[config.mk]
export PLATFORM = sky130hd
export DESIGN_NAME = round_timer
export DESIGN_NICKNAME = d
export VERILOG_FILES = /design/src/rtl/round_timer.sv
export SDC_FILE = /design/constraint.sdc
export NUM_CORES = 1
export LEC_CHECK = 0
export ABC_AREA = 0
export BUFFER_PORTS_ARGS = -buffer_cell sky130_fd_sc_hd__buf_2
export CORE_MARGIN = 2
export CORE_UTILIZATION = 59
export DETAILED_ROUTE_END_ITERATION = 16
export GPL_TIMING_DRIVEN = 0
export PLACE_DENSITY_LB_ADDON = 0.08
export SYNTH_ARGS = -nofsm -noshare
export SYNTH_HDL_FRONTEND = slang
export SYNTH_SLANG_ARGS = --single-unit
[constraint.sdc]
create_clock -name clk -period 3.1 [get_ports clk]
set_input_delay 0.465 -clock clk [delete_from_list [all_inputs] [get_ports clk]]
set_output_delay 0.465 -clock clk [all_outputs]
set_load 0.01 [all_outputs]
[src/rtl/round_timer.sv]
// round_timer: countdown round timer with two-digit BCD seconds display.
// A round is loaded from a binary seconds value (saturated to 99), counts down
// once per TICKS_PER_SEC tick pulses, can be paused with hold, and signals
// expiry with a level (expired) and a single-cycle pulse (timeout).
module round_timer #(
  parameter int TICKS_PER_SEC = 1000
) (
  input  logic       clk,
  input  logic       rst,
  input  logic       tick,
  input  logic       start,
  input  logic       hold,
  input  logic       clear,
  input  logic [6:0] time_limit,
  output logic [3:0] sec_tens,
  output logic [3:0] sec_ones,
  output logic       running,
  output logic       expired,
  output logic       timeout,
  output logic       warn
);

  localparam int SUB_W = (TICKS_PER_SEC > 1) ? $clog2(TICKS_PER_SEC) : 1;
  localparam logic [SUB_W-1:0] SUB_LAST = SUB_W'(TICKS_PER_SEC - 1);

  typedef enum logic [1:0] {
    IDLE    = 2'd0,
    RUN     = 2'd1,
    PAUSE   = 2'd2,
    EXPIRED = 2'd3
  } state_t;

  state_t           state;
  state_t           state_nxt;
  logic [SUB_W-1:0] sub;
  logic [SUB_W-1:0] sub_nxt;
  logic [3:0]       tens_nxt;
  logic [3:0]       ones_nxt;
  logic             timeout_nxt;
  logic [7:0]       load_bcd;
  logic             load_zero;
  logic [7:0]       dec_bcd;
  logic             take_start;

  // Binary seconds to two BCD digits, saturating anything above 99.
  function automatic logic [7:0] sat_bcd(input logic [6:0] bin);
    logic [6:0] v;
    logic [3:0] t;
    logic [3:0] o;
    v = (bin > 7'd99) ? 7'd99 : bin;
    t = 4'(v / 7'd10);
    o = 4'(v % 7'd10);
    return {t, o};
  endfunction

  // Two-digit BCD decrement with borrow; floors at 00 so digits stay in 0..9.
  function automatic logic [7:0] bcd_dec(input logic [3:0] t, input logic [3:0] o);
    if (o != 4'd0) begin
      return {t, o - 4'd1};
    end else if (t != 4'd0) begin
      return {t - 4'd1, 4'd9};
    end else begin
      return 8'h00;
    end
  endfunction

  assign load_bcd   = sat_bcd(time_limit);
  assign load_zero  = (load_bcd == 8'h00);
  assign dec_bcd    = bcd_dec(sec_tens, sec_ones);
  // start is honoured everywhere except while paused
  assign take_start = start && (state != PAUSE);

  // Next-state and next-datapath selection; clear outranks start, start outranks hold and tick.
  always_comb begin
    state_nxt   = state;
    sub_nxt     = sub;
    tens_nxt    = sec_tens;
    ones_nxt    = sec_ones;
    timeout_nxt = 1'b0;

    if (clear) begin
      state_nxt = IDLE;
      sub_nxt   = '0;
      tens_nxt  = 4'd0;
      ones_nxt  = 4'd0;
    end else if (take_start) begin
      {tens_nxt, ones_nxt} = load_bcd;
      sub_nxt              = '0;
      state_nxt            = load_zero ? EXPIRED : RUN;
      timeout_nxt          = load_zero;
    end else begin
      case (state)
        RUN: begin
          if (hold) begin
            // the tick in this cycle is dropped; sub and digits carry over
            state_nxt = PAUSE;
          end else if (tick) begin
            if (sub < SUB_LAST) begin
              sub_nxt = sub + SUB_W'(1);
            end else begin
              sub_nxt              = '0;
              {tens_nxt, ones_nxt} = dec_bcd;
              if (dec_bcd == 8'h00) begin
                state_nxt   = EXPIRED;
                timeout_nxt = 1'b1;
              end
            end
          end
        end
        PAUSE: begin
          if (!hold) begin
            state_nxt = RUN;
          end
        end
        default: begin
          // IDLE and EXPIRED only react to start/clear, handled above
          state_nxt = state;
        end
      endcase
    end
  end

  // State, sub-counter, digits and all status outputs are registered together.
  always_ff @(posedge clk or negedge rst) begin
    if (!rst) begin
      state    <= IDLE;
      sub      <= '0;
      sec_tens <= 4'd0;
      sec_ones <= 4'd0;
      running  <= 1'b0;
      expired  <= 1'b0;
      timeout  <= 1'b0;
      warn     <= 1'b0;
    end else begin
      state    <= state_nxt;
      sub      <= sub_nxt;
      sec_tens <= tens_nxt;
      sec_ones <= ones_nxt;
      running  <= (state_nxt == RUN);
      expired  <= (state_nxt == EXPIRED);
      timeout  <= timeout_nxt;
      warn     <= ((state_nxt == RUN) || (state_nxt == PAUSE)) && (tens_nxt == 4'd0);
    end
  end

endmodule

==> flow_summary_export.csv, run 1 <==
group,metric,value,unit
grt,grt_pass1_vias,1938,
worst_setup_path,max_stage_delay,320,ps
hold_path,hp-class,"primary input to async pin",
yosys,synth.avg_cell_area,8.591,µm²
yosys,synth_area_leaders,"dfrtp_1, ha_1, a21oi_1",
cells_and_area,final_net_count,324,
yosys,syn_inst,254,
worst_setup_path,endpoint_kind,"register",
yosys,synth_cell_types,72,
worst_setup_path,crit_family,"compound AO/OA/AOI/OAI gates",
yosys,ys_seq_area_share,27.52,%
timing,skew,8.744,ps
timing,maxSlewHeadroom,56.29,%
status,status,"finished, violations left",
worst_setup_path,crit_chain,"buf_6 > buf_8 > and2_4 > ha_4 > buf_6 > o21a_4 > o21ai_4 > ha_4 > inv_1 > nand2_1 > o221ai_4 > o211a_1 > a21oi_2 > ha_2 > o21ai_2 > a2111o_1 > o41ai_2 > nor2_2 > a31oi_4 > mux2_4 > o31ai_2",
clock_network,cts_tree,"built",
clock_network,clock_path_buffers,2,
timing,finalSetupViolCount,6,
route,vias_per_cell,6.160,
timing,fin_ws,-531.8,ps
grt,grt.overflow.total,0,
route,drtIter0Drc,196,
pwr,peakVddDrop,0.0002289,V
route,wl,5.485,mm
worst_setup_path,crit_buf_inv,4,
cells_and_area,final-seq-area,600.6,µm²
pwr,power_density,360.3,mW/mm²
place,dp_worst_setup_slack,-1151,ps
grt,antenna_found_initial,0,
cells_and_area,n_fill_cell,274,
cells_and_area,diodes,0,
timing,whs,180.1,ps
status,failed_checks,"setup timing",
timing,period_share,117.2,%
floorplan,die_w,64.82,µm
timing,setup_tns,-2071,ps
worst_setup_path,required,3280,ps
place,port_buffers,22,
cells_and_area,drive_gt1_share,30.56,%
route,ant_nets,0,
grt,grt_pass1_wl,9.156,mm
timing,period_needed,3632,ps
route,vias,2150,
grt,track_usage,27.31,%
yosys,async_flop_share,100.0,%
route,wl_per_cell,15.72,µm
worst_setup_path,cp-start-kind,"primary input",
grt,grt_start_max_net_pins,25,
place,dpl.hpwl,3.788,mm
worst_setup_path,crit_type,"primary input to register",
worst_setup_path,slowest_stage,"mux2_4",
place,routabilityCongestion,0.8938,
worst_setup_path,crit_fanout,6,
run,maxCapViolCount,0,
yosys,ys_ff_latch,24,
cells_and_area,multi_input_area,0.001550,mm²
pwr,p_leak,1.189,nW
floorplan,die_h,64.82,µm
timing,slew_violations,0,
clock_network,cts.sinks,24,
yosys,synth_nets,276,
floorplan,num_rows,22,
yosys,ys_warn_count,0,
clock_network,root_buffer,"clkbuf_8",
clock_network,clkTransAtPathRegs,90,ps
timing,fmax,0.2753,GHz
floorplan,pin_count,25,
clock_network,clk_latency,260,ps
cells_and_area,area_delta_synth_final,23.97,%
yosys,synth_top_area_share,27.52,%
route,dr.pass1.iters,5,
clock_network,h-tree-depth,1,
floorplan,fp.dieArea,0.004201,mm²
timing,hold_viol,0,
yosys,synth_edf_count,0,
timing,rsz0062_at_grt,"true",
clock_network,cts_hold_buf,0,
yosys,synth_top_area_cell,"dfrtp_1",
yosys,syn_area,0.002182,mm²
floorplan,core,0.003606,mm²
floorplan,initial_core_util,60.51,%
clock_network,numCtsBuffers,3,
yosys,ys.flop_type,"dfrtp_1",
route,drc,0,
worst_setup_path,crit_arrival,3810,ps
timing,worst_pin_slew,649.6,ps
[layer usage]
metal	global-route usage [%]	share of wire, %	vias up
met5	0	0	-
met1	39.18	45	1013
met2	44.59	48	80
met4	7.447	2.2	0
li1	-	-	1047
met3	1.736	4.8	10
[kinds of logic after synthesis]
kind of cell | after synthesis | synth area share, %
AO/OA/AOI/OAI | 85 | 31.08
XOR/XNOR | 4 | 1.606
adder cells (fa/ha/maj) | 9 | 5.161
buffers and inverters | 25 | 5.905
flip-flops | 24 | 27.52
multiplexers | 2 | 1.147
AND/OR/NAND/NOR | 105 | 27.58
[synth_stat cells (all sizes together) (4+ instances only)]
cell and instances:
a211oi 9, a21o 4, a21oi 21, a31oi 6, buf 6, clkbuf 6
dfrtp 24, ha 9, inv 13, nand2 16, nand3 5, nand3b 4
nor2 28, nor2b 5, nor3 12, nor3b 5, o21ai 15, or3 6
[path summary, 6_finish.rpt]
kind / from / end / slack (ps) / cells past startpoint
min: rst / timeout$_DFF_PN0_ / 180 / 1
max in group asynchronous: rst / sub[3]$_DFFE_PN0P_ / 2560 / 1
min in group clk: clear / sec_tens[2]$_DFF_PN0_ / 450 / 2
min reg2reg: sub[9]$_DFFE_PN0P_ / sub[9]$_DFFE_PN0P_ / 510 / 2
max reg2reg: sec_ones[0]$_DFFE_PN0P_ / warn$_DFF_PN0_ / 250 / 11
max: time_limit[4] / sec_ones[2]$_DFFE_PN0P_ / -530 / 21
[cell usage in the layout (no fill, tap or decap), types with 3 or more instances in the layout]
| cell | n |
|---|---|
| nand2_1 | 15 |
| buf_6 | 6 |
| buf_8 | 4 |
| nand3_1 | 4 |
| inv_1 | 12 |
| buf_4 | 18 |
| a21o_1 | 3 |
| clkbuf_8 | 4 |
| clkbuf_1 | 6 |
| a21oi_1 | 18 |
| xor2_1 | 3 |
| ha_1 | 6 |
| nor2_1 | 27 |
| a21oi_2 | 3 |
| a31oi_4 | 3 |
| nand4_1 | 3 |
| buf_2 | 21 |
| or3_1 | 6 |
| nand2b_1 | 3 |
| nor3_1 | 11 |
| a211oi_1 | 8 |
| nand3b_1 | 4 |
| dfrtp_1 | 24 |
| nor3b_1 | 5 |
| a31oi_1 | 3 |
| o21ai_0 | 12 |
| nor2b_1 | 4 |
| o311a_1 | 3 |
[power by group]
| part | switching, mW | internal (mW) |
|---|---|---|
| combinational | 0.220 | 0.195 |
| sequential | 0.0204 | 0.330 |
| clock | 0.0967 | 0.113 |
[flip-flops by register name, indices dropped and copies added (netlist names)]
| name | count |
|---|---|
| timeout | 1 |
| expired | 1 |
| sec_tens | 4 |
| sec_ones | 4 |
| sub | 10 |
| running | 1 |
| state | 2 |
| warn | 1 |
[through the flow]
| step | std cells | total power, mW | utilization (%) | cell area, µm² |
|---|---|---|---|---|
| finish | 349 | 0.9748 | 75.02 | 2705 |
| global route | 349 | 1.028 | 75.02 | 2705 |
| CTS | 342 | 0.9503 | 72.94 | 2630 |
| detailed placement | 324 | 0.6973 | 67.00 | 2416 |
| global placement | 324 | 0.6922 | 67.00 | 2416 |
| floorplan | 254 | 0.6130 | - | 2246 |
[worst register-to-register path, delay by kind of cell (launching register included)]
family | cells | cell delay [ps]
AND/OR/NAND/NOR | 4 | 1020
flip-flops | 1 | 420
buffers and inverters | 1 | 110
AO/OA/AOI/OAI | 4 | 690
adder cells (fa/ha/maj) | 2 | 540
[repair_timing]
item | 4_1_cts | 5_1_grt
gates resized for setup | 12 | 5
buffers inserted | 14 | 8
pin swaps | 12 | 9
endpoints found under the setup margin | 7 | 7
[cell type report]
cell class | instances | share of cell area (%)
Tap cell | 48 | 2.220
Buffer | 12 | 3.885
Timing Repair Buffer | 43 | 10.55
Multi-Input combinational cell | 205 | 57.31
Sequential cell | 24 | 22.20
Inverter | 13 | 1.804
Clock buffer | 4 | 2.035
Note: power is estimated with default switching activity, not from simulation.
==> run 2, diff against run 1 <==
Settings changed: PLACE_DENSITY_LB_ADDON 0.08 to 0.12.
==> flow_summary_export.csv, run 2 (synthesis results as in run 1) <==
group,metric,value,unit
status,status,"finished, violations left",
status,failed_checks,"setup timing",
grt,grt.overflow.total,0,
cells_and_area,largest-register,"sub",
route,ant_nets,0,
timing,setup_tns,-2723,ps
worst_setup_path,required,3270,ps
cells_and_area,final_net_count,331,
place,routabilityCongestion,0.9034,
worst_setup_path,crit_buf_inv,3,
worst_setup_path,crit_fanout,6,
timing,slew_violations,0,
timing,fin_ws,-656.8,ps
floorplan,fp.dieArea,0.004201,mm²
grt,met2_usage,46.78,%
place,port_buffers,22,
timing,period_share,121.2,%
clock_network,cts.sinks,24,
clock_network,clk_latency,260,ps
grt,antenna_found_initial,0,
route,dr.pass1.iters,5,
pwr,p_leak,1.225,nW
floorplan,core,0.003606,mm²
grt,grtUsageMet3,2.604,%
cells_and_area,fin_cells,355,
cells_and_area,n_fill_cell,248,
hold_path,hp-class,"primary input to async pin",
grt,track_usage,27.20,%
timing,rsz0062_at_grt,"true",
clock_network,h-tree-depth,1,
clock_network,cts_tree,"built",
clock_network,clock_path_buffers,2,
timing,maxSlewHeadroom,58.34,%
floorplan,die_h,64.82,µm
floorplan,initial_core_util,60.51,%
cells_and_area,reg_top3,"sub: 10 flops, sec_ones: 4 flops, sec_tens: 4 flops",
cells_and_area,final_common_cell,"nor2_1",
pwr,power_density,342.0,mW/mm²
worst_setup_path,slowest_stage,"a2111o_1",
timing,skew,4.480,ps
place,placed_area,0.002416,mm²
pwr,peakVddDrop,0.0001860,V
worst_setup_path,cp-start-kind,"primary input",
grt,grt_start_max_net_pins,25,
timing,hold_viol,0,
cells_and_area,final-seq-area,600.6,µm²
route,wl,5.909,mm
worst_setup_path,max_stage_delay,360,ps
cells_and_area,area_delta_synth_final,29.24,%
clock_network,root_buffer,"clkbuf_8",
timing,finalSetupViolCount,7,
floorplan,num_rows,22,
cells_and_area,layout_common_cells,"nor2_1, buf_4, dfrtp_1",
route,vias,2217,
route,vias_per_cell,6.245,
cells_and_area,drive_gt1_share,34.20,%
worst_setup_path,crit_arrival,3930,ps
timing,worst_pin_slew,619.2,ps
clock_network,clkTransAtPathRegs,80,ps
run,maxCapViolCount,0,
grt,grt.met1_usage,34.92,%
grt,busiest_layer,"met2",
floorplan,die_w,64.82,µm
grt,grt_pass1_vias,1967,
timing,fmax,0.2662,GHz
worst_setup_path,crit_chain,"buf_6 > buf_8 > and2_4 > ha_4 > buf_6 > o21a_4 > o21ai_4 > ha_4 > nor3_4 > o21ai_2 > o221ai_4 > o211a_1 > a21oi_2 > ha_2 > o21ai_2 > a2111o_1 > o41ai_2 > nor2_2 > a31oi_4 > mux2_4 > o31ai_2",
cells_and_area,largest_register_ff_count,10,
place,dpl.hpwl,3.834,mm
cells_and_area,utilization,78.21,%
cells_and_area,multi_input_area,0.001612,mm²
clock_network,numCtsBuffers,3,
floorplan,pin_count,25,
route,wl_per_cell,16.65,µm
worst_setup_path,crit_type,"primary input to register",
cells_and_area,final_cell_area,0.002820,mm²
route,drtIter0Drc,176,
grt,grt_pass1_wl,8.970,mm
place,placedCellCount,324,
route,drc,0,
pwr,finalPower,964.5,µW
worst_setup_path,crit_family,"compound AO/OA/AOI/OAI gates",
cells_and_area,diodes,0,
worst_setup_path,endpoint_kind,"register",
timing,period_needed,3757,ps
-- run 2: metal layers --
metal,vias to the layer above,wire length [µm]
met2,95,2835
met5,-,0
met4,0,177
met1,1040,2601
li1,1061,-
met3,21,294
-- run 2: layout make-up --
| cell class | instances | area share (%) |
|---|---|---|
| buffer | 12 | 4.082 |
| tap | 48 | 2.130 |
| clock buffer | 3 | 1.464 |
| timing repair buffer | 50 | 12.16 |
| inverter | 13 | 1.730 |
| multi-input combinational | 205 | 57.14 |
| sequential | 24 | 21.30 |
-- run 2: repair_timing --
item / 4_1_cts / 5_1_grt
pin swaps: 13 / 11
resized for setup: 14 / 12
endpoints found under the setup margin: 7 / 7
hold buffers: 0 / 0
setup buffers: 13 / 15
-- run 2: worst register-to-register path: stages, from the launching register on --
cell	delay (ps)
dfrtp_1	430
inv_1	120
ha_1	240
nor3b_1	520
a21oi_1	140
nor2_1	130
nand4_1	130
a21oi_1	170
o21ai_0	90
a21oi_1	350
ha_4	270
nor4_2	240
-- run 2: worst paths after layout --
path,cells after the start,slack (ps),endpoint,from
max,21,-660,sec_ones[2]$_DFFE_PN0P_,time_limit[4]
min,1,170,sub[4]$_DFFE_PN0P_,rst
max reg2reg,11,180,warn$_DFF_PN0_,sec_ones[0]$_DFFE_PN0P_
min reg2reg,2,510,sub[9]$_DFFE_PN0P_,sub[9]$_DFFE_PN0P_
max in group asynchronous,1,2570,sec_tens[3]$_DFF_PN0_,rst
min in group clk,2,440,sec_tens[2]$_DFF_PN0_,clear
-- run 2: per-stage QoR --
step | worst slack (ps) | hold WS (ps)
6_report | -656.8 | 170.2
5_1_grt | -791.5 | 198.6
3_5_place_dp | -1163 | 479.9
2_1_floorplan | -760.7 | 169.4
3_3_place_gp | -1105 | 477.5
4_1_cts | -602.7 | 195.3
-- run 2: power by group --
group	total (mW)	switching, mW	internal, mW
sequential	0.351	0.0215	0.330
clock	0.177	0.0903	0.0867
combinational	0.436	0.231	0.205
